<file path="config.mk">
export PLATFORM = sky130hd
export DESIGN_NAME = csr_trap_ctrl
export DESIGN_NICKNAME = d
export VERILOG_FILES = /design/src/rtl/csr_trap_ctrl.sv
export SDC_FILE = /design/constraint.sdc
export NUM_CORES = 1
export LEC_CHECK = 0
export BUFFER_PORTS_ARGS = -buffer_cell sky130_fd_sc_hd__buf_2
export CAP_MARGIN = 10
export CORE_MARGIN = 2
export CORE_UTILIZATION = 50
export DETAILED_ROUTE_END_ITERATION = 16
export PLACE_DENSITY_LB_ADDON = 0.08
export SYNTH_ARGS = -nofsm -noshare
export SYNTH_HDL_FRONTEND = slang
export SYNTH_SLANG_ARGS = --single-unit
export TNS_END_PERCENT = 1
</file>
<file path="constraint.sdc">
create_clock -name clk -period 1.73 [get_ports clk]
set_input_delay 0.4325 -clock clk [delete_from_list [all_inputs] [get_ports clk]]
set_output_delay 0.4325 -clock clk [all_outputs]
set_load 0.01 [all_outputs]
</file>
<file path="src/rtl/csr_trap_ctrl.sv">
// Trap/MRET/WFI sequencer between the EX stage and the CSR file.
// Decides machine interrupts, MRET returns and WFI sleep; emits registered strobes and PC redirects.
module csr_trap_ctrl #(
    parameter int unsigned XLEN = 32
) (
    input  logic            clk,
    input  logic            rstn,
    input  logic            ex_valid_i,
    input  logic [XLEN-1:0] ex_pc_i,
    input  logic            wfi_i,
    input  logic            mret_i,
    input  logic            stall_i,
    input  logic            irq_ext_i,
    input  logic            irq_tmr_i,
    input  logic            mstatus_mie_i,
    input  logic            mie_meie_i,
    input  logic            mie_mtie_i,
    input  logic [XLEN-1:0] mtvec_i,
    input  logic [XLEN-1:0] mepc_i,
    output logic            csr_wait_o,
    output logic            csr_ret_o,
    output logic            trap_take_o,
    output logic [XLEN-1:0] trap_cause_o,
    output logic [XLEN-1:0] trap_epc_o,
    output logic            redirect_o,
    output logic [XLEN-1:0] redirect_pc_o,
    output logic            flush_o,
    output logic            halt_o
);

    localparam logic [XLEN-1:0] CAUSE_MEI = XLEN'(32'h8000_000B);
    localparam logic [XLEN-1:0] CAUSE_MTI = XLEN'(32'h8000_0007);

    localparam logic [2:0] S_RUN   = 3'd0;
    localparam logic [2:0] S_SLEEP = 3'd1;
    localparam logic [2:0] S_TRAP  = 3'd2;
    localparam logic [2:0] S_RET   = 3'd3;
    localparam logic [2:0] S_WAKE  = 3'd4;

    logic [2:0]      state_q, state_d;
    logic [XLEN-1:0] cause_q, cause_d;
    logic [XLEN-1:0] epc_q, epc_d;
    logic [XLEN-1:0] wake_pc_q, wake_pc_d;
    logic [XLEN-1:0] redir_pc_q, redir_pc_d;
    logic            sleep_q, sleep_d;
    logic            trap_q, trap_d;
    logic            ret_q, ret_d;
    logic            redir_q, redir_d;

    logic            pend_ext, pend_tmr, take;
    logic [XLEN-1:0] cause_c;
    logic [XLEN-1:0] tvec_c;

    assign pend_ext = irq_ext_i & mie_meie_i;
    assign pend_tmr = irq_tmr_i & mie_mtie_i;
    assign take     = mstatus_mie_i & (pend_ext | pend_tmr);
    assign cause_c  = pend_ext ? CAUSE_MEI : CAUSE_MTI;
    // Direct mode only: low two mode bits are dropped from the vector.
    assign tvec_c   = mtvec_i & ~XLEN'(3);

    // Next-state and latched trap context.
    always_comb begin
        state_d   = state_q;
        cause_d   = cause_q;
        epc_d     = epc_q;
        wake_pc_d = wake_pc_q;
        case (state_q)
            S_RUN: begin
                if (ex_valid_i && !stall_i) begin
                    if (take) begin
                        state_d = S_TRAP;
                        cause_d = cause_c;
                        epc_d   = ex_pc_i;
                    end else if (mret_i) begin
                        state_d = S_RET;
                    end else if (wfi_i) begin
                        state_d   = S_SLEEP;
                        wake_pc_d = ex_pc_i + XLEN'(4);
                    end
                end
            end
            S_SLEEP: begin
                if (pend_ext || pend_tmr) begin
                    if (take) begin
                        state_d = S_TRAP;
                        cause_d = cause_c;
                        epc_d   = wake_pc_q;
                    end else begin
                        state_d = S_WAKE;
                    end
                end
            end
            default: state_d = S_RUN;
        endcase
    end

    // Registered strobes follow the one-cycle event states.
    always_comb begin
        sleep_d    = (state_d == S_SLEEP);
        trap_d     = (state_q == S_TRAP);
        ret_d      = (state_q == S_RET);
        redir_d    = (state_q == S_TRAP) || (state_q == S_RET) || (state_q == S_WAKE);
        redir_pc_d = redir_pc_q;
        case (state_q)
            S_TRAP:  redir_pc_d = tvec_c;
            S_RET:   redir_pc_d = mepc_i;
            S_WAKE:  redir_pc_d = wake_pc_q;
            default: redir_pc_d = redir_pc_q;
        endcase
    end

    always_ff @(posedge clk or negedge rstn) begin
        if (!rstn) begin
            state_q    <= S_RUN;
            cause_q    <= '0;
            epc_q      <= '0;
            wake_pc_q  <= '0;
            redir_pc_q <= '0;
            sleep_q    <= 1'b0;
            trap_q     <= 1'b0;
            ret_q      <= 1'b0;
            redir_q    <= 1'b0;
        end else begin
            state_q    <= state_d;
            cause_q    <= cause_d;
            epc_q      <= epc_d;
            wake_pc_q  <= wake_pc_d;
            redir_pc_q <= redir_pc_d;
            sleep_q    <= sleep_d;
            trap_q     <= trap_d;
            ret_q      <= ret_d;
            redir_q    <= redir_d;
        end
    end

    assign csr_wait_o    = sleep_q;
    assign halt_o        = sleep_q;
    assign csr_ret_o     = ret_q;
    assign trap_take_o   = trap_q;
    assign trap_cause_o  = cause_q;
    assign trap_epc_o    = epc_q;
    assign redirect_o    = redir_q;
    assign redirect_pc_o = redir_pc_q;
    assign flush_o       = redir_q;

endmodule

</file>
==> out/qor.yml <==
run_status:
  status: "finished clean"
clocking:
  cts.path.max_buffers: 2
  clk_pin_slew_ns: 0.10
  clkLatencyLatePin_ns: 0.38
  cts-root-buf: "clkbuf_8"
  h-tree-depth: 3
  numCtsBuffers: 9
  clkSinkCount: 106
  cts_tree: "built"
timing:
  hold_viol: 0
  slew_violations: 0
  fin_skew_ns: 0.0107
  final.setup.tns_ns: 0
  rsz0062_at_grt: "yes"
  holdWs_ns: 0.102
  period_minus_slack_ns: 1.64
  tightest_slew_ns: 0.591
  slew_headroom: 0.606
  max_freq_ghz: 0.611
  min_period_over_period: 0.945
  finalSetupViolations: 0
layout:
  nets: 835
  drive_gt1_frac: 0.358
  final_cells: 872
  layout_common_cells: "buf_2 (178), dfrtp_1 (104), nand2_1 (91), mux2i_1 (63), o21ai_0 (40)"
  fillCellCount: 962
  syn2layout_area_growth_pct: 24.4
  final_util: 0.633
  diodes: 0
  layout_commonest_cell: "buf_2"
job:
  cap_violations: 0
die:
  initial_core_util: 0.508
  rows: 38
  die_x_um: 109
  core_area_mm2: 0.0108
  fp.dieH_um: 109
  die_area_mm2: 0.0118
  io_pins: 209
setup_path:
  worstSetupStartpoint: "state_q[0]$_DFF_PN0_"
  arrival_ns: 1.90
  r2r_setup_slack_ns: 0.09
  crit_chain: "buf_4 > mux2i_1 > nor2_1 > a221o_1"
  reg2reg_depth: 4
  startpoint_type: "register"
  cp_slowest_cell: "dfrtp_2"
  critPathMaxFanout: 23
  rr_endpoint: "redirect_pc_o[3]$_DFFE_PN0P_"
  setup.worst_path.end_class: "register"
  r2r-start: "state_q[0]$_DFF_PN0_"
  worst-setup-path-type: "reg2reg"
  worstPathRequired_ns: 2.00
  slowest_delay_ns: 0.54
synth:
  ys_seq_elements: 106
  synthCells: 539
  synth_edf_count: 0
  synth_area_mm2: 0.00549
  syn_avg_cell_area_um2: 10.2
  ys_seq_area_frac: 0.483
  async_flop_share: 1.00
  synth_flop_cell: "dfrtp_1"
  synth_cell_type_count: 42
  yosysWarnings: 0
routing:
  wl_um: 14000
  vias_per_cell: 5.26
  drc: 0
  drtPass1Iterations: 4
  vias: 4591
  antenna_left: 0
  drt_iter0_drc: 267
  post_drt_wl_per_cell_um: 16.1
global_route:
  grt_max_degree: 107
  antenna_found_initial: 0
  grt_pass1_wl_um: 21500
  first_global_vias: 4246
  track_usage: 0.239
  grt_overflow: 0
power_and_ir_drop:
  power_density_mw_per_mm2: 1310
  p_leak_nw: 3.43
  vdd_ir_drop_max_uv: 561
place:
  io_buffer_count: 179
  place_congestion: 0.836
  dp_cells: 856
  post-dp-hpwl_um: 10300
min_path:
  hold_path_class: "in2async"
-- cell usage after synthesis (all sizes together), types with 2 or more instances --
library cell | number | area [µm²]
nor2 | 28 | 123
xor2 | 21 | 184
nand2b | 6 | 47.5
buf | 54 | 367
and3 | 2 | 12.5
nand4 | 13 | 87.6
o221a | 18 | 203
dfrtp | 106 | 2650
inv | 4 | 15.0
mux2i | 63 | 631
a221o | 12 | 120
a21oi | 5 | 25.0
a221oi | 2 | 17.5
xnor2 | 7 | 61.3
nand2 | 92 | 348
clkbuf | 7 | 26.3
mux2 | 4 | 48.8
o21ai | 64 | 320
nand3 | 14 | 70.1
nor2b | 3 | 18.8
nor3 | 4 | 31.3
and2 | 3 | 18.8
-- metal layers --
layer  up-vias  GRT usage  wire length (µm)
met5         -          0                 0
met4         0     0.0815               205
met3        13     0.0466              1080
met2       175      0.363              6370
met1      2196      0.344              6350
li1       2207          -                 -
-- final cells by class --
cell class,count,area [µm²],share of cell area
Sequential cell,106,2660,0.389
Multi-Input combinational cell,394,2520,0.370
Timing Repair Buffer,212,1230,0.180
Tap cell,140,175,0.0257
Clock buffer,12,155,0.0227
Clock inverter,4,73.8,0.0108
Inverter,4,15.0,0.00220
-- worst max-delay path, delay by kind of cell (launching register included) --
kind / cells / cell delay, ns
flip-flops: 1 / 0.54
AO/OA/AOI/OAI: 1 / 0.28
AND/OR/NAND/NOR: 1 / 0.05
buffers and inverters: 1 / 0.42
multiplexers: 1 / 0.23
-- worst max-delay path by stage --
| stage | cells after the start | to |
|---|---|---|
| 2_1_floorplan | 6 | trap_cause_o[2]$_DFFE_PN0P_ |
| 3_3_place_gp | 7 | wake_pc_q[14]$_DFFE_PN0P_ |
| 3_5_place_dp | 7 | wake_pc_q[22]$_DFFE_PN0P_ |
| 4_1_cts | 6 | trap_epc_o[31]$_DFFE_PN0P_ |
| 5_1_grt | 5 | wake_pc_q[2]$_DFFE_PN0P_ |
| 6_report | 4 | redirect_pc_o[3]$_DFFE_PN0P_ |
-- registers in the layout (all words and copies together) (netlist names), 3 cells and up --
| name | flops |
|---|---|
| state_q | 3 |
| wake_pc_q | 32 |
| trap_epc_o | 32 |
| trap_cause_o | 3 |
| redirect_pc_o | 32 |
-- report_power, final --
part | switching (mW) | internal [mW]
Combinational | 1.53 | 1.47
Sequential | 0.721 | 3.46
Clock | 0.851 | 0.896
-- metrics by stage --
| step | area, µm² | setup WS (ns) | total power, mW |
|---|---|---|---|
| 6_report | 6830 | 0.0946 | 8.93 |
| 5_1_grt | 6830 | -0.00936 | 9.52 |
| 4_1_cts | 6820 | 0.0589 | 9.00 |
| 3_5_place_dp | 6590 | -0.121 | 7.24 |
| 3_3_place_gp | 6590 | -0.0703 | 7.14 |
| 2_1_floorplan | 5590 | 0.146 | 5.82 |
-- repair_timing --
action | in CTS | in global routing
setup endpoints to repair | 0 | 20
setup buffers | 0 | 0
gates resized for setup | 0 | 3
hold buffers | 0 | 0
-- logic make-up (layout without fill, tap and decap cells) --
group           after synthesis  after routing  synth area share
fa+ha+maj                     1              1           0.00228
other cells                   1             27          0.000683
buf+inv                      65            232            0.0743
compound gates              102            102             0.126
mux                          67             67             0.124
xor+xnor                     28             28            0.0447
simple gates                169            169             0.145
flops                       106            106             0.483
(Power assumes the default switching activity.)
